### config.mk
export PLATFORM = sky130hd
export DESIGN_NAME = packet_tx_framer
export DESIGN_NICKNAME = d
export VERILOG_FILES = /design/src/rtl/packet_tx_framer.sv
export SDC_FILE = /design/constraint.sdc
export NUM_CORES = 1
export LEC_CHECK = 0
export ABC_AREA = 1
export CORE_MARGIN = 1.5
export CORE_UTILIZATION = 25
export CTS_BUF_LIST = sky130_fd_sc_hd__clkbuf_8
export DETAILED_ROUTE_END_ITERATION = 12
export PLACE_DENSITY = 0.5
export SLEW_MARGIN = 40
export SYNTH_ARGS = -nofsm -noshare
export SYNTH_HDL_FRONTEND = slang
export SYNTH_SLANG_ARGS = --single-unit
### constraint.sdc
create_clock -name clk -period 14 [get_ports clk]
set_input_delay 2.8 -clock clk [delete_from_list [all_inputs] [get_ports clk]]
set_output_delay 2.8 -clock clk [all_outputs]
set_load 0.05 [all_outputs]
### src/rtl/packet_tx_framer.sv
// ---------------------------------------------------------------------------
// packet_tx_framer
//
// Purpose:
//   Takes one packet from the command executor (tx_packet_wr with length and
//   sixteen payload bytes), latches it, and serialises it as a byte frame:
//     SYNC, LEN, payload[0 .. LEN-1], CHK
//   The bytes go out on a valid/ready byte interface towards the UART
//   transmitter. When the frame is done, plus an optional idle gap, a
//   one-cycle tx_done pulse tells the executor it may leave its busy state.
//
// Configuration:
//   PACKET_TX_CRC8_EN (macro)
//     Undefined: CHK = (LEN + sum of payload bytes) mod 256.
//     Defined:   CHK = CRC-8 over LEN and the payload bytes. Polynomial
//                0x07, init 0x00, no reflection, no final XOR.
//   Frame layout and timing are the same in both builds.
//
// Parameters:
//   SYNC_BYTE   first byte of every frame (default 8'hA5)
//   GAP_CYCLES  idle cycles after CHK is accepted and before tx_done
//               (0..255)
//
// Ports:
//   clk                 system clock, rising edge
//   rst                 asynchronous, active-high reset
//   tx_packet_wr        one-cycle write request; length and buffers are
//                       valid in the same cycle
//   tx_payload_len[7:0] payload length in bytes; clamped to 16
//   tx_buf0..tx_buf15   payload bytes; tx_buf0 is sent first
//   tx_done             one-cycle pulse when the frame (and gap) is done
//   tx_busy             high from the cycle after an accepted write up to
//                       and including the tx_done cycle
//   tx_overrun          sticky; a write arrived while not idle
//   out_byte[7:0]       frame byte to the UART
//   out_valid           out_byte is valid
//   out_ready           UART accepts out_byte
//
// Handshake:
//   A byte transfers on a rising edge where out_valid && out_ready.
//   out_valid and out_byte are registered. While out_valid=1 and
//   out_ready=0 they hold their values. out_valid only falls after a
//   transfer.
// ---------------------------------------------------------------------------
module packet_tx_framer #(
  parameter logic [7:0] SYNC_BYTE  = 8'hA5,
  parameter int         GAP_CYCLES = 0
) (
  input  logic       clk,
  input  logic       rst,
  input  logic       tx_packet_wr,
  input  logic [7:0] tx_payload_len,
  input  logic [7:0] tx_buf0,
  input  logic [7:0] tx_buf1,
  input  logic [7:0] tx_buf2,
  input  logic [7:0] tx_buf3,
  input  logic [7:0] tx_buf4,
  input  logic [7:0] tx_buf5,
  input  logic [7:0] tx_buf6,
  input  logic [7:0] tx_buf7,
  input  logic [7:0] tx_buf8,
  input  logic [7:0] tx_buf9,
  input  logic [7:0] tx_buf10,
  input  logic [7:0] tx_buf11,
  input  logic [7:0] tx_buf12,
  input  logic [7:0] tx_buf13,
  input  logic [7:0] tx_buf14,
  input  logic [7:0] tx_buf15,
  output logic       tx_done,
  output logic       tx_busy,
  output logic       tx_overrun,
  output logic [7:0] out_byte,
  output logic       out_valid,
  input  logic       out_ready
);

  typedef enum logic [2:0] {
    S_IDLE = 3'd0,
    S_SYNC = 3'd1,
    S_LEN  = 3'd2,
    S_DATA = 3'd3,
    S_CHK  = 3'd4,
    S_GAP  = 3'd5,
    S_DONE = 3'd6
  } state_t;

  localparam bit         HAS_GAP  = (GAP_CYCLES > 0);
  localparam logic [7:0] GAP_LAST = HAS_GAP ? 8'(GAP_CYCLES - 1) : 8'd0;

  // Registered state.
  state_t     state, state_nxt;
  logic [4:0] eff_len, eff_len_nxt;   // 0..16
  logic [3:0] idx, idx_nxt;           // payload byte being offered
  logic [7:0] chk, chk_nxt;           // running checksum or CRC
  logic [7:0] gap_cnt, gap_cnt_nxt;
  logic [7:0] buf_q   [16];
  logic [7:0] buf_nxt [16];
  logic [7:0] in_buf  [16];

  logic [7:0] out_byte_nxt;
  logic       out_valid_nxt;
  logic       tx_done_nxt;
  logic       tx_busy_nxt;
  logic       tx_overrun_nxt;
  logic       xfer;

  assign xfer = out_valid && out_ready;

  assign in_buf[0]  = tx_buf0;
  assign in_buf[1]  = tx_buf1;
  assign in_buf[2]  = tx_buf2;
  assign in_buf[3]  = tx_buf3;
  assign in_buf[4]  = tx_buf4;
  assign in_buf[5]  = tx_buf5;
  assign in_buf[6]  = tx_buf6;
  assign in_buf[7]  = tx_buf7;
  assign in_buf[8]  = tx_buf8;
  assign in_buf[9]  = tx_buf9;
  assign in_buf[10] = tx_buf10;
  assign in_buf[11] = tx_buf11;
  assign in_buf[12] = tx_buf12;
  assign in_buf[13] = tx_buf13;
  assign in_buf[14] = tx_buf14;
  assign in_buf[15] = tx_buf15;

  // Fold one transferred byte into the check value.
  function automatic logic [7:0] chk_update(input logic [7:0] acc,
                                            input logic [7:0] data);
    logic [7:0] c;
`ifdef PACKET_TX_CRC8_EN
    c = acc ^ data;
    for (int i = 0; i < 8; i++) begin
      c = c[7] ? ((c << 1) ^ 8'h07) : (c << 1);
    end
`else
    c = acc + data;
`endif
    return c;
  endfunction

  // Next-state logic and the next values of the registered outputs.
  always_comb begin
    state_nxt      = state;
    eff_len_nxt    = eff_len;
    idx_nxt        = idx;
    chk_nxt        = chk;
    gap_cnt_nxt    = gap_cnt;
    buf_nxt        = buf_q;
    out_byte_nxt   = 8'h00;
    out_valid_nxt  = 1'b0;
    // A write is accepted only in IDLE. That includes DONE: a write in
    // the DONE cycle is an overrun.
    tx_overrun_nxt = tx_overrun | (tx_packet_wr && (state != S_IDLE));

    case (state)
      S_IDLE: begin
        if (tx_packet_wr) begin
          buf_nxt     = in_buf;
          eff_len_nxt = (tx_payload_len > 8'd16) ? 5'd16 : tx_payload_len[4:0];
          chk_nxt     = 8'h00;
          idx_nxt     = 4'd0;
          gap_cnt_nxt = 8'd0;
          state_nxt   = S_SYNC;
        end
      end
      S_SYNC: begin
        if (xfer) state_nxt = S_LEN;
      end
      S_LEN: begin
        if (xfer) begin
          chk_nxt   = chk_update(chk, {3'b000, eff_len});
          idx_nxt   = 4'd0;
          state_nxt = (eff_len != 5'd0) ? S_DATA : S_CHK;
        end
      end
      S_DATA: begin
        if (xfer) begin
          chk_nxt = chk_update(chk, buf_q[idx]);
          if ({1'b0, idx} == (eff_len - 5'd1)) begin
            state_nxt = S_CHK;
          end else begin
            idx_nxt = idx + 4'd1;
          end
        end
      end
      S_CHK: begin
        if (xfer) begin
          gap_cnt_nxt = 8'd0;
          state_nxt   = HAS_GAP ? S_GAP : S_DONE;
        end
      end
      S_GAP: begin
        if (gap_cnt == GAP_LAST) begin
          state_nxt = S_DONE;
        end else begin
          gap_cnt_nxt = gap_cnt + 8'd1;
        end
      end
      S_DONE: begin
        state_nxt = S_IDLE;
      end
      default: begin
        state_nxt = S_IDLE;
      end
    endcase

    // The outputs are registered, so they are set from the state being
    // entered. In CHK, out_byte carries the check value including the
    // byte that transfers on this edge.
    case (state_nxt)
      S_SYNC: begin
        out_valid_nxt = 1'b1;
        out_byte_nxt  = SYNC_BYTE;
      end
      S_LEN: begin
        out_valid_nxt = 1'b1;
        out_byte_nxt  = {3'b000, eff_len_nxt};
      end
      S_DATA: begin
        out_valid_nxt = 1'b1;
        out_byte_nxt  = buf_nxt[idx_nxt];
      end
      S_CHK: begin
        out_valid_nxt = 1'b1;
        out_byte_nxt  = chk_nxt;
      end
      default: begin
        out_valid_nxt = 1'b0;
        out_byte_nxt  = 8'h00;
      end
    endcase

    tx_done_nxt = (state_nxt == S_DONE);
    tx_busy_nxt = (state_nxt != S_IDLE);
  end

  always_ff @(posedge clk or posedge rst) begin
    if (rst) begin
      state      <= S_IDLE;
      eff_len    <= 5'd0;
      idx        <= 4'd0;
      chk        <= 8'h00;
      gap_cnt    <= 8'd0;
      buf_q      <= '{default: 8'h00};
      out_byte   <= 8'h00;
      out_valid  <= 1'b0;
      tx_done    <= 1'b0;
      tx_busy    <= 1'b0;
      tx_overrun <= 1'b0;
    end else begin
      state      <= state_nxt;
      eff_len    <= eff_len_nxt;
      idx        <= idx_nxt;
      chk        <= chk_nxt;
      gap_cnt    <= gap_cnt_nxt;
      buf_q      <= buf_nxt;
      out_byte   <= out_byte_nxt;
      out_valid  <= out_valid_nxt;
      tx_done    <= tx_done_nxt;
      tx_busy    <= tx_busy_nxt;
      tx_overrun <= tx_overrun_nxt;
    end
  end

endmodule

Word-level counts from Yosys, hierarchy flattened
Cells that the tools add are included.
{"block": "op_classes", "n_eq_ne": 14, "n_reduce_logical": 10, "order_cmp": 3, "bitwise": 3, "muxes": 35, "add_sub_neg": 5}
{"op": "2-to-1 mux 128 bit", "n": 2}
{"op": "2-to-1 mux 8 bit", "n": 10}
{"op": "binary-select mux 8 bit (select 4 bit)", "n": 2}
{"op": "one-hot mux 8 bit (3 select lines)", "n": 2}
{"op": "one-hot mux 8 bit (4 select lines)", "n": 1}
{"op": "2-to-1 mux 3 bit", "n": 8}
{"op": "one-hot mux 3 bit (6 select lines)", "n": 1}
{"op": "2-to-1 mux 4 bit", "n": 4}
{"op": "2-to-1 mux 5 bit", "n": 3}
{"op": "equality test 3 x 2 -> 1 bit (second input constant)", "n": 4}
{"op": "equality test 3 bit (second input constant)", "n": 4}
{"op": "one-hot mux 4 bit (3 select lines)", "n": 1}
{"op": "greater-or-equal comparator 5 bit (second input constant)", "n": 2}
{"op": "NOT 4 -> 5 bit", "n": 2}
{"op": "nonzero test 3 bit", "n": 3}
{"op": "adder 8 x 1 -> 8 bit (second input constant)", "n": 1}
{"op": "adder 8 x 5 -> 8 bit", "n": 1}
{"op": "adder 8 bit", "n": 1}
{"op": "> comparator 8 x 5 -> 1 bit (second input constant)", "n": 1}
{"op": "logical NOT 8 bit", "n": 1}
{"op": "equality test 3 x 1 -> 1 bit (second input constant)", "n": 2}
{"op": "!= test 2 bit (second input constant)", "n": 3}
{"op": "equality test 4 x 5 -> 1 bit", "n": 1}
{"op": "nonzero test 5 bit", "n": 1}
{"op": "8 further kinds", "n": 9}
{"block": "totals", "in_bits": 140, "ff_bits": 168, "wordCells": 96, "output_inout_bits": 12}

Logic depth before layout (Yosys ltp)
Gate-level depths: netlist (run 1).
{"block": "logic_depth", "depth_word": 10, "mapped_depth": 24, "depth_no_buf": 21}

Worst setup path after synthesis (run 1)
OpenSTA, ideal clock, no wires.
{"block": "synth_path", "path_type": "input to register", "start": "input out_ready", "end": "register gap_cnt[6]", "required_ns": 13.923, "path_buffers": 0, "setup_ns": 0.077, "t_arrival_ns": 4.244, "path_stages": 10, "slack_ns": 9.679, "cell_sequence": "nand2_1 -> inv_2 -> nor2_1 -> nor4_4 -> inv_1 -> nor3_1 -> nand3_1 -> nor2_1 -> o22ai_1 -> a21oi_1"}
{"block": "synth_between", "elab_chain_len": 3}
{"element": "start: declaration", "line": "74", "source": "input logic out_ready"}
{"element": "logical AND 1 bit", "line": "107", "source": "assign xfer = out_valid && out_ready;"}
{"element": "!= test 2 bit (no line)"}
{"element": "AND reduction 4 bit (no line)"}
{"element": "end signal: assignment", "line": "255", "source": "gap_cnt <= gap_cnt_nxt;"}
{"element": "end: declaration", "line": "95", "source": "logic [7:0] gap_cnt, gap_cnt_nxt;"}
No other way between the ends.
A chain may end at the register's enable or synchronous reset.

Final worst setup path (run 1)
{"block": "layout_path", "start": "input out_ready", "end": "register out_byte[1]"}
{"block": "layout_between", "elab_chain_len": 8, "word_cells_on_any_way": 21, "cone_classes": "4 x eq/ne; 15 x mux; 1 x bitwise; 1 x reduce/logical"}
{"element": "logical AND 1 bit *", "line": "107"}
{"element": "2-to-1 mux 4 bit, on equally long branches", "line": "177, 170"}
{"element": "one-hot mux 4 bit (3 select lines)", "line": "155", "source": "case (state)"}
{"element": "NOT 4 -> 5 bit (implied by the code)", "line": "221", "source": "out_byte_nxt = buf_nxt[idx_nxt];"}
{"element": "binary-select mux 8 bit (select 4 bit)", "line": "221"}
{"element": "2-to-1 mux 8 bit (implied by the code) (2 in a row)", "line": "221"}
{"element": "one-hot mux 8 bit (4 select lines) *", "line": "210", "source": "case (state_nxt)"}
{"element": "named net out_byte_nxt[1]", "line": "100", "source": "logic [7:0] out_byte_nxt;"}
{"element": "end signal: assignment", "line": "257", "source": "out_byte <= out_byte_nxt;"}
{"element": "end: declaration", "line": "72", "source": "output logic [7:0] out_byte,"}
Mark *: on every way through the listed nets, which the timed path passes. The rest lies on a longest branch. The select of a mux whose other input is x is not followed.

==> metrics.md, run 1 <==
| Metric | Value |
|---|---|
| Final wirelength | `~40 mm` |
| Worst-case hold slack | `~0.48 ns` |
| Initial Util | `~25%` |
| Post-route ant nets | `0` |
| TNS Setup | `0 ns` |
| 1st-iter DRT viols | `around 840` |
| CORE AREA | `around 40000 µm²` |
| Mapped Cells | `between 1000 and 1500` |
| DRT Pass-1 Iters | `5` |
| Grt ovf | `0` |
| Post-CTS Resized | `0` |
| Async set-reset flop share out of synthesis | `100%` |
| # H-tree levels | `4` |
| Diodes inserted | `0` |
| Area growth from synthesis to layout | `23.8%` |
| Final setup skew | `between 0.02 and 0.025 ns` |
| Post-synthesis cell area | `a little over 10000 µm²` |
| Initial antenna violation count | `0` |
| Die H | `204 µm` |
| CP Class | `in2reg` |
| Worst min path class | `reg2reg` |
| Sequential share of the synthesized area | `about two fifths` |
| Number of post-CTS setup repair buffers | `0` |
| Via count | `between 10000 and 15000` |
| Final HPWL DP | `approximately 28 mm` |
| Synth Register Bits | `168` |
| Synth Net Count | `approximately 1600` |
| Gp weighted congestion | `around 0.8` |
| Final Util | `between 30% and 40%` |
| Layout Nets | `~1700` |
| Yosys top cell by area | `dfrtp_1` |
| Hold Buf Count CTS | `0` |
| RSZ-0062 raised after global routing | `false` |
| Num ports | `between 150 and 200` |
| Leak | `roughly 5.6 nW` |
| Vias per std cell | `roughly 5.0` |
| Most area-consuming cells after synthesis | `dfrtp_1 (42%), nand2_1 (16%), nand3_1 (9.2%)` |
| Top-count cell post-synth | `nand2_1` |
| Mapped Avg Cell Area | `~7.2 µm²` |
| Period utilisation layout | `between 40 and 50%` |
| Crit Path Max Fanout | `a little over 60` |
| Clk Tree Root Cell | `clkbuf_8` |
| Clk buf depth | `2` |
| Min Tclk post-route | `slightly above 6 ns` |
| Distinct cells, synth | `46` |
| Post-synth EDFFs | `0` |
| Synth top area share | `41.8%` |
| Die width | `204 µm` |
| # clock sinks | `between 150 and 200` |
| Largest net degree at the start of global routing | `196` |
| Synth warn | `0` |
| Global-route wire length before repair | `roughly 60 mm` |
| Slew Limit Headroom | `45.0%` |
| PwrDens | `roughly 210 nW/µm²` |
| Setup Viol. Count Final | `0` |
| CP Launch Type | `input pin` |
| Die area | `approximately 41000 µm²` |
| Reg clk slew, reported paths | `around 0.11 ns` |
| Vias in the first global route | `a little over 10000` |
| Max_cap viols | `0` |
| Synth Flop Type | `dfrtp_1` |
| Clk_lat worst skew | `roughly 0.49 ns` |
| Layout cell share with drive strength beyond 1 | `under 10%` |
| Global Route Usage Sum | `~20%` |
| Worst path required time | `14.39 ns` |
| CTS tree | `done` |
| WP data arrival | `6.50 ns` |
| Drt drc | `0` |
| Max Freq | `around 0.16 GHz` |
| CTS buffer count | `17` |
| Final Hold Viols | `0` |
| PortBufs | `about 150` |
| Synth top cells by count | `nand2_1 (416), nand3_1 (184), dfrtp_1 (168)` |
| Slew @ Worst Pin | `slightly above 0.8 ns` |
| Status | `finished, final reports clean` |
| Average wire per standard cell | `between 15 and 20 µm` |
| VDD IR max | `roughly 0.077 mV` |
| Worst Setup End Kind | `flip-flop` |
| Max Transition Viols Final | `0` |
| Num rows | `73` |
==> worst max-delay path: stages <==
cell             delay (ns)
clkdlybuf4s50_1        0.48
nand2_1                0.16
inv_2                  0.28
nand3_1                0.19
nand3_2                0.13
buf_4                  0.57
nand3_2                0.67
buf_4                  0.51
nand2_1                0.13
nand3_1                0.07
nand3_1                0.10
nand3_1                0.11
nand3_1                0.16
nand2_1                0.06
==> final timing paths <==
check	from	to	slack [ns]	depth (start not counted)
setup / recovery	out_ready	out_byte[1]	7.88	14
hold / removal	gap_cnt[6]	gap_cnt[6]	0.48	1
setup reg to reg	idx[3]	out_byte[1]	9.34	19
hold reg to reg	gap_cnt[6]	gap_cnt[6]	0.48	1
max in group asynchronous	rst	idx[1]	9.58	4
min in group asynchronous	rst	tx_overrun	2.71	2
==> layout make-up <==
| class | count | area [µm²] |
|---|---|---|
| clock buffer | 17 | 234 |
| tap | 525 | 657 |
| inverter | 139 | 531 |
| multi-input combinational | 1010 | 4940 |
| clock inverter | 15 | 233 |
| timing repair buffer | 166 | 1650 |
| fill | 4348 | 27300 |
| sequential | 168 | 4210 |
==> sequential cells by signal (all words and copies together) (netlist names) <==
name	cells
buf_q	128
chk	8
tx_overrun	1
eff_len	5
state	3
idx	4
out_valid	1
tx_busy	1
tx_done	1
out_byte	8
gap_cnt	8
==> stage by stage <==
stage / cell area [µm²] / cells / power [mW] / setup WS [ns]
after floorplan: 10100 / 1406 / 1.77 / 6.65
after global placement: 12000 / 2008 / 2.22 / 7.55
after detailed placement: 12000 / 2008 / 2.23 / 7.47
after CTS: 12400 / 2040 / 2.65 / 7.99
after global routing: 12400 / 2040 / 2.87 / 7.66
final: 12400 / 2040 / 2.65 / 7.88
==> logic make-up after synthesis <==
logic type | synth area share, %
AOI/OAI and AO/OA | 13.7
xor gates and xnor gates | 0.174
DFF | 41.8
and+or+nand+nor | 32.7
buffers and inverters | 9.18
adders and majority gates | 2.39
==> power by group <==
group | switching (mW) | internal, mW | leakage (nW) | total [mW]
logic | 0.982 | 0.449 | 3.21 | 1.43
registers | 0.106 | 0.692 | 2.10 | 0.798
clock network | 0.218 | 0.203 | 0.232 | 0.420
==> placed cells by master, fill, tap and decap left out, types with 4 or more instances in the layout <==
master,netlist,layout
a21oi_1,74,74
and2_1,4,4
buf_4,0,11
bufinv_16,0,4
clkbuf_8,0,17
clkdlybuf4s50_1,0,151
dfrtp_1,168,166
ha_1,16,16
inv_1,129,128
inv_2,9,8
inv_6,0,4
inv_8,0,4
nand2_1,416,414
nand2_2,3,5
nand3_1,184,184
nand4_1,69,69
nor2_1,33,33
nor2_2,6,5
nor2_4,3,4
nor3_1,8,8
o211ai_1,6,6
o21ai_0,144,144
o21ai_1,4,4
==> routing by layer <==
layer  vias up  wire, µm  global-route usage, %
met5         -         0                      0
met3        60      2480                   3.34
met1      4922     18300                   27.1
li1       4892         -                      -
met4         0      1140                   6.72
met2       365     18300                   30.5
Power figures use the tool's default switching activity.
==> run 2: changes to the inputs <==
==> constraint.sdc (replaced) <==
create_clock -name clk -period 5.94 [get_ports clk]
set_input_delay 1.188 -clock clk [delete_from_list [all_inputs] [get_ports clk]]
set_output_delay 1.188 -clock clk [all_outputs]
set_load 0.05 [all_outputs]
==> run 2 against run 1 <==
- combinational power increased by 140%
- wire length increased by 2.7%
- global-route usage increased by 0.62 points
- highest routed layer unchanged
- clock-buffer cell count unchanged
==> metrics.md, run 2 (same netlist as run 1, synthesis figures left out) <==
| Metric | Value |
|---|---|
| # H-tree levels | `4 (unchanged)` |
| Worst-case hold slack | `0.463 ns (-0.0125 ns)` |
| Max_cap viols | `0 (unchanged)` |
| Largest net degree at the start of global routing | `195 (-0.51%)` |
| Initial Util | `25.3% (unchanged)` |
| FF-to-FF path depth | `16 (-3)` |
| Status | `finished, final reports clean` |
| Num ports | `152 (unchanged)` |
| WP data arrival | `4.45 ns (-2.05 ns)` |
| Die area | `41400 µm² (unchanged)` |
| Worst path most repeated cell | `nand2_1` |
| PwrDens | `499 nW/µm² (+130%)` |
| CTS buffer count | `17 (unchanged)` |
| Finished layout cell area | `12400 µm² (-0.41%)` |
| Grt ovf | `0 (unchanged)` |
| Vias per std cell | `5.07 (+0.92%)` |
| Global Route Usage Sum | `20.1% (+0.62 points)` |
| # clock sinks | `168 (unchanged)` |
| Global-route wire length before repair | `63.0 mm (+2.6%)` |
| Diodes inserted | `0 (unchanged)` |
| PortBufs | `151 (unchanged)` |
| Final wirelength | `41.3 mm (+2.7%)` |
| Worst path top cell family by delay | `compound AO/OA/AOI/OAI gates` |
| Max Freq | `between 0.2 and 0.25 GHz` |
| Final HPWL DP | `28.4 mm (+3.0%)` |
| Worst path max stage delay | `0.65 ns (-0.02 ns)` |
| CP Buf/Inv Count | `3 (-1)` |
| Slew Limit Headroom | `35.7% (-9.4 points)` |
| Gp weighted congestion | `0.855 (+6.6%)` |
| Slew @ Worst Pin | `0.953 ns (+0.128 ns)` |
| VDD IR max | `0.181 mV (+140%)` |
| Area growth from synthesis to layout | `23.3%` |
| Leak | `5.53 nW (-0.43%)` |
| Min Tclk post-route | `4.05 ns` |
| Worst Setup End Kind | `flip-flop` |
| Worst path cell trace | `buf_4 > a21oi_1 > o21ai_0 > nand3_1 > nand3_1 > nand2_1 > ha_1 > nand2_1 > nand2_1 > a31oi_1 > inv_1 > o21ai_0 > o311ai_0 > a22o_1 > inv_1 > nand2_1` |
| Vias in the first global route | `10200 (+0.020%)` |
| Hold Path End | `tx_overrun` |
| Area post-placement | `12000 µm² (+0.17%)` |
| Num rows | `73 (unchanged)` |
| Die width | `204 µm (unchanged)` |
| Storage cell area | `4210 µm² (about the same)` |
| CP Launch Type | `flip-flop` |
| Period utilisation layout | `roughly 68%` |
| Number of post-CTS setup repair buffers | `0 (unchanged)` |
| Drt drc | `0 (unchanged)` |
| R2R Setup Slk | `1.89 ns (-7.45 ns)` |
| Setup Viol. Count Final | `0 (unchanged)` |
| Final Hold Viols | `0 (unchanged)` |
| Crit-path slowest cell | `buf_4` |
| WHS Path Cells | `1 (unchanged)` |
| CP Class | `reg2reg` |
| Commonest non-fill, non-tap cell in the layout | `nand2_1` |
| CORE AREA | `39700 µm² (unchanged)` |
| 1st-iter DRT viols | `901 (+7.6%)` |
| Post-route ant nets | `0 (unchanged)` |
| Via count | `10300 (+0.87%)` |
| Final setup skew | `0.0208 ns (-0.00317 ns)` |
| Min-delay src | `tx_overrun` |
| Clk_lat worst skew | `0.50 ns (about the same)` |
| Max Transition Viols Final | `0 (unchanged)` |
| Multi-input gate area | `4940 µm² (about the same)` |
| Initial antenna violation count | `0 (unchanged)` |
| Clk buf depth | `2 (unchanged)` |
| Post-CTS Resized | `0 (unchanged)` |
| Top reg by flops | `buf_q` |
| CTS tree | `done` |
| Commonest cells after routing, fill and taps aside | `nand2_1 (414), nand3_1 (184), dfrtp_1 (167)` |
| Max reg flops | `128 (unchanged)` |
| Hold Buf Count CTS | `0 (unchanged)` |
| Layout cell share with drive strength beyond 1 | `5.68% (-0.062 points)` |
| DRT Pass-1 Iters | `5 (unchanged)` |
| Critical R2R Capture | `out_byte[3]` |
| Worst min path class | `reg2reg` |
| Worst path required time | `6.34 ns (-8.05 ns)` |
| Clk Tree Root Cell | `clkbuf_8` |
| Average wire per standard cell | `20.2 µm (+2.7%)` |
| Fillers | `4337 (-0.25%)` |
| RSZ-0062 raised after global routing | `false` |
| Die H | `204 µm (unchanged)` |
| TNS Setup | `0 ns (unchanged)` |
| Critical R2R Launch | `idx[0]` |
| Reg clk slew, reported paths | `0.11 ns (about the same)` |
| Crit Path Max Fanout | `63 (+3.3%)` |
| Layout Nets | `1660 (unchanged)` |
-- run 2: changes by cell type in the layout (fill, tap and decap cells not counted) --
cell       delta
buf_12        +2
o21ai_2       +1
clkinv_4      +1
bufinv_16     -2
inv_6         +2
o21ai_1       -1
clkinv_2      +1
dfrtp_2       -1
buf_4         +1
inv_8         -4
dfrtp_1       +1
inv_4         +1
buf_6         -3
-- run 2: cell type report --
| class | instances | share of cell area (%) |
|---|---|---|
| Clock inverter | 14 | 1.32 |
| Timing Repair Buffer | 166 | 13.4 |
| Clock buffer | 17 | 1.89 |
| Sequential cell | 168 | 33.9 |
| Inverter | 139 | 4.29 |
| Multi-Input combinational cell | 1010 | 39.9 |
| Tap cell | 525 | 5.30 |
-- run 2: power breakdown --
part | leakage, nW | switching (mW) | internal (mW) | total [mW]
logic | 3.22 | 2.36 | 1.06 | 3.42
registers | 2.11 | 0.241 | 1.63 | 1.87
clock network | 0.200 | 0.509 | 0.382 | 0.891
total | 5.53 | 3.11 | 3.08 | 6.19
-- run 2: through the flow --
step | setup slack, ns | cells | power [mW] | utilization, %
after floorplan | 0.205 | 1406 | 4.18 | -
after global placement | 1.60 | 2008 | 5.28 | 30.2
after detailed placement | 1.66 | 2008 | 5.30 | 30.2
after CTS | 2.01 | 2039 | 6.19 | 31.2
after global routing | 1.73 | 2039 | 6.69 | 31.2
final | 1.89 | 2039 | 6.19 | 31.2
-- run 2: worst max path at each step --
stage	from	end	slack, ns	depth (start not counted)
5_1_grt	idx[0]	out_byte[6]	1.73	19
3_3_place_gp	tx_packet_wr	out_byte[2]	1.60	12
3_5_place_dp	tx_packet_wr	out_byte[2]	1.66	12
2_1_floorplan	rst	buf_q[0]	0.21	1
6_report	idx[0]	out_byte[3]	1.89	16
4_1_cts	idx[0]	out_byte[3]	2.01	16
-- run 2: per-layer routing --
| metal | track usage, % | vias to the layer above | part of all wire [%] |
|---|---|---|---|
| li1 | - | 4887 | - |
| met5 | 0 | - | 0 |
| met3 | 3.34 | 46 | 6.7 |
| met1 | 28.7 | 4981 | 46 |
| met4 | 4.92 | 0 | 1.7 |
| met2 | 31.6 | 414 | 46 |
-- run 2: worst register-to-register path, delay by kind of cell (launching register included) --
family / cells / cell delay, ns
AO/OA/AOI/OAI: 6 / 1.64
adder cells (fa/ha/maj): 1 / 0.34
buffers and inverters: 3 / 0.82
flip-flops: 1 / 0.62
AND/OR/NAND/NOR: 6 / 0.57
==> run 3: changes to the inputs <==
--- a/config.mk
+++ b/config.mk
@@ -10,7 +10,7 @@
 export CORE_UTILIZATION = 25
 export CTS_BUF_LIST = sky130_fd_sc_hd__clkbuf_8
 export DETAILED_ROUTE_END_ITERATION = 12
-export PLACE_DENSITY = 0.5
+export PLACE_DENSITY = 0.52
 export SLEW_MARGIN = 40
 export SYNTH_ARGS = -nofsm -noshare
 export SYNTH_HDL_FRONTEND = slang
==> constraint.sdc (replaced) <==
create_clock -name clk -period 3.54 [get_ports clk]
set_input_delay 0.708 -clock clk [delete_from_list [all_inputs] [get_ports clk]]
set_output_delay 0.708 -clock clk [all_outputs]
set_load 0.05 [all_outputs]
==> run 3 against run 2 <==
- worst hold slack improved by 0.0056 ns
- wire length shrank 1.1%
- die area unchanged
- clock-buffer cell count up 1
- largest cell class unchanged
- highest routed layer unchanged
- setup slack got worse by 1.5 ns
- final cell count is 1.9% higher
- critical path depth fell by 1
==> metrics.md, run 3 (same netlist as run 1, synthesis figures left out) <==
| Metric | Value |
|---|---|
| Worst path required time | `3.92 ns (-2.42 ns)` |
| Top reg by flops | `buf_q` |
| # H-tree levels | `4 (unchanged)` |
| Vias in the first global route | `10400 (+1.7%)` |
| Clk Tree Root Cell | `clkbuf_8` |
| Period utilisation layout | `89.5% (+21 points)` |
| Power share of the sequential group | `29.7% (-0.6 points)` |
| WP data arrival | `3.55 ns (-0.90 ns)` |
| CORE AREA | `39700 µm² (unchanged)` |
| Num ports | `152 (unchanged)` |
| TNS Setup | `0 ns (unchanged)` |
| Commonest cells after routing, fill and taps aside | `nand2_1 (414), nand3_1 (184), dfrtp_1 (167)` |
| Status | `finished, final reports clean` |
| Final setup skew | `0.0316 ns (+0.0108 ns)` |
| Layout cell share with drive strength beyond 1 | `7.98% (+2.3 points)` |
| Post-CTS Resized | `0 (unchanged)` |
| Final HPWL DP | `30.0 mm (+5.8%)` |
| Final Hold Viols | `0 (unchanged)` |
| CP Buf/Inv Count | `2 (-1)` |
| Clock power frac | `13.8% (-0.6 points)` |
| Via count | `10400 (+1.1%)` |
| 1st-iter DRT viols | `798 (-11%)` |
| VDD IR max | `0.284 mV (+56%)` |
| Area growth from synthesis to layout | `27.8%` |
| Worst path cell trace | `buf_12 > a21oi_1 > o21ai_0 > nand3_1 > nand3_1 > nand2_1 > ha_1 > inv_1 > fa_1 > xor2_1 > o22ai_1 > nand2_1 > nand3_1 > a211oi_1 > nand2_1` |
| Drt drc | `0 (unchanged)` |
| Slew @ Worst Pin | `0.687 ns (-0.266 ns)` |
| Max Freq | `0.315 GHz (+28%)` |
| Die H | `204 µm (unchanged)` |
| PortBufs | `151 (unchanged)` |
| Fillers | `4345 (+0.18%)` |
| Max_cap viols | `0 (unchanged)` |
| Worst path top cell family by delay | `compound AO/OA/AOI/OAI gates` |
| Die area | `41400 µm² (unchanged)` |
| Initial Util | `25.3% (unchanged)` |
| Post-route ant nets | `0 (unchanged)` |
| Switch Pwr | `5.33 mW (+71%)` |
| Worst path max stage delay | `0.56 ns (-0.09 ns)` |
| Hold Buf Count CTS | `0 (unchanged)` |
| CTS tree | `done` |
| Slew Limit Headroom | `54.1% (+18 points)` |
| Switching Share | `50.1% (-0.19 points)` |
| Number of post-CTS setup repair buffers | `0 (unchanged)` |
| Die width | `204 µm (unchanged)` |
| Grt ovf | `0 (unchanged)` |
| # clock sinks | `168 (unchanged)` |
| Finished Layout Cells | `2078 (+1.9%)` |
| Vias per std cell | `5.02 (-0.83%)` |
| Reg clk slew, reported paths | `0.11 ns (about the same)` |
| Average wire per standard cell | `19.6 µm (-3.0%)` |
| PwrDens | `827 nW/µm² (+66%)` |
| Setup Viol. Count Final | `0 (unchanged)` |
| Worst Setup End Kind | `flip-flop` |
| Worst min path class | `reg2reg` |
| Clk_lat worst skew | `0.52 ns (+0.02 ns)` |
| CP Class | `reg2reg` |
| Crit Path Max Fanout | `31 (-51%)` |
| Crit-path slowest cell | `a211oi_1` |
| Max Transition Viols Final | `0 (unchanged)` |
| Initial antenna violation count | `0 (unchanged)` |
| CP Launch Type | `flip-flop` |
| Diodes inserted | `0 (unchanged)` |
| Comb pwr share | `56.4% (+1.1 points)` |
| Dpl cells | `2046 (+1.9%)` |
| Largest net degree at the start of global routing | `61 (-69%)` |
| Leak | `5.77 nW (+4.4%)` |
| DRT Pass-1 Iters | `7 (+2)` |
| Global-route wire length before repair | `62.4 mm (-0.97%)` |
| Clk buf depth | `2 (unchanged)` |
| Pint | `5.31 mW (+73%)` |
| Max reg flops | `128 (unchanged)` |
| CTS buffer count | `17 (unchanged)` |
| RSZ-0062 raised after global routing | `false` |
| Gp weighted congestion | `0.918 (+7.4%)` |
| Commonest non-fill, non-tap cell in the layout | `nand2_1` |
| Final wirelength | `40.8 mm (-1.1%)` |
| Global Route Usage Sum | `19.8% (-0.28 points)` |
| Layout Nets | `1698 (+2.3%)` |
| Min Tclk post-route | `3.17 ns (-0.884 ns)` |
| Num rows | `73 (unchanged)` |
==> run 3: cell types whose count changed in the layout (fill, tap and decap cells not counted), moves of 3 or more <==
cell      delta
buf_12      +14
inv_8        +3
buf_4       +24
clkinv_8     +3
==> run 3: worst reg2reg max path: stages (launching register included) <==
cell and delay (ns):
dfrtp_2 0.48, buf_12 0.19, a21oi_1 0.17, o21ai_0 0.13, nand3_1 0.10, nand3_1 0.08, nand2_1 0.10, ha_1 0.18
inv_1 0.06, fa_1 0.42, xor2_1 0.21, o22ai_1 0.11, nand2_1 0.07, nand3_1 0.08, a211oi_1 0.56, nand2_1 0.10
==> run 3: stage by stage <==
stage          hold slack, ns  setup WS, ns  total power [mW]  utilization [%]  instance area, µm²
2_1_floorplan           0.444         0.580              7.01                -               10100
3_3_place_gp            0.442         0.345              9.12             31.3               12500
3_5_place_dp            0.448         0.344              9.15             31.3               12500
4_1_cts                 0.470         0.418              10.6             32.4               12900
5_1_grt                 0.485         0.113              11.5             32.4               12900
6_report                0.469         0.370              10.6             32.4               12900
==> run 3: power groups by stage <==
stage	Combinational (mW)	Clock, mW	Sequential (mW)
detailed placement	5.95	0	3.20
finish	6.00	1.47	3.16
floorplan	3.82	0	3.18
global placement	5.93	0	3.19
CTS	5.98	1.47	3.16
global route	6.68	1.55	3.24
==> run 3: cell type report <==
cell class	instances	area (µm²)	share of cell area, %
multi-input cells	1010	4940	38.4
flip-flops and latches	168	4210	32.7
repair buffers	204	2120	16.5
well taps	525	657	5.11
inverters	139	528	4.11
clock buffers	18	248	1.93
clock inverters	14	158	1.23
==> run 3: path summary, 6_finish.rpt <==
path / startpoint / end / slack [ns] / depth (start not counted)
max in group asynchronous: rst / buf_q[48] / 2.11 / 3
worst max register to register: idx[0] / out_byte[2] / 0.37 / 15
worst min register to register: tx_overrun / tx_overrun / 0.47 / 1
worst max-delay path: idx[0] / out_byte[2] / 0.37 / 15
worst min-delay path: tx_overrun / tx_overrun / 0.47 / 1
min in group asynchronous: rst / out_byte[5] / 0.64 / 2
==> run 3: metal layers <==
metal  global-route usage, %  up-vias  part of all wire (%)
met5                       0        -                     0
met4                    7.35        0                   3.0
met3                    3.37       56                   5.9
met2                    31.9      394                    46
met1                    26.6     5014                    45
li1                        -     4974                     -
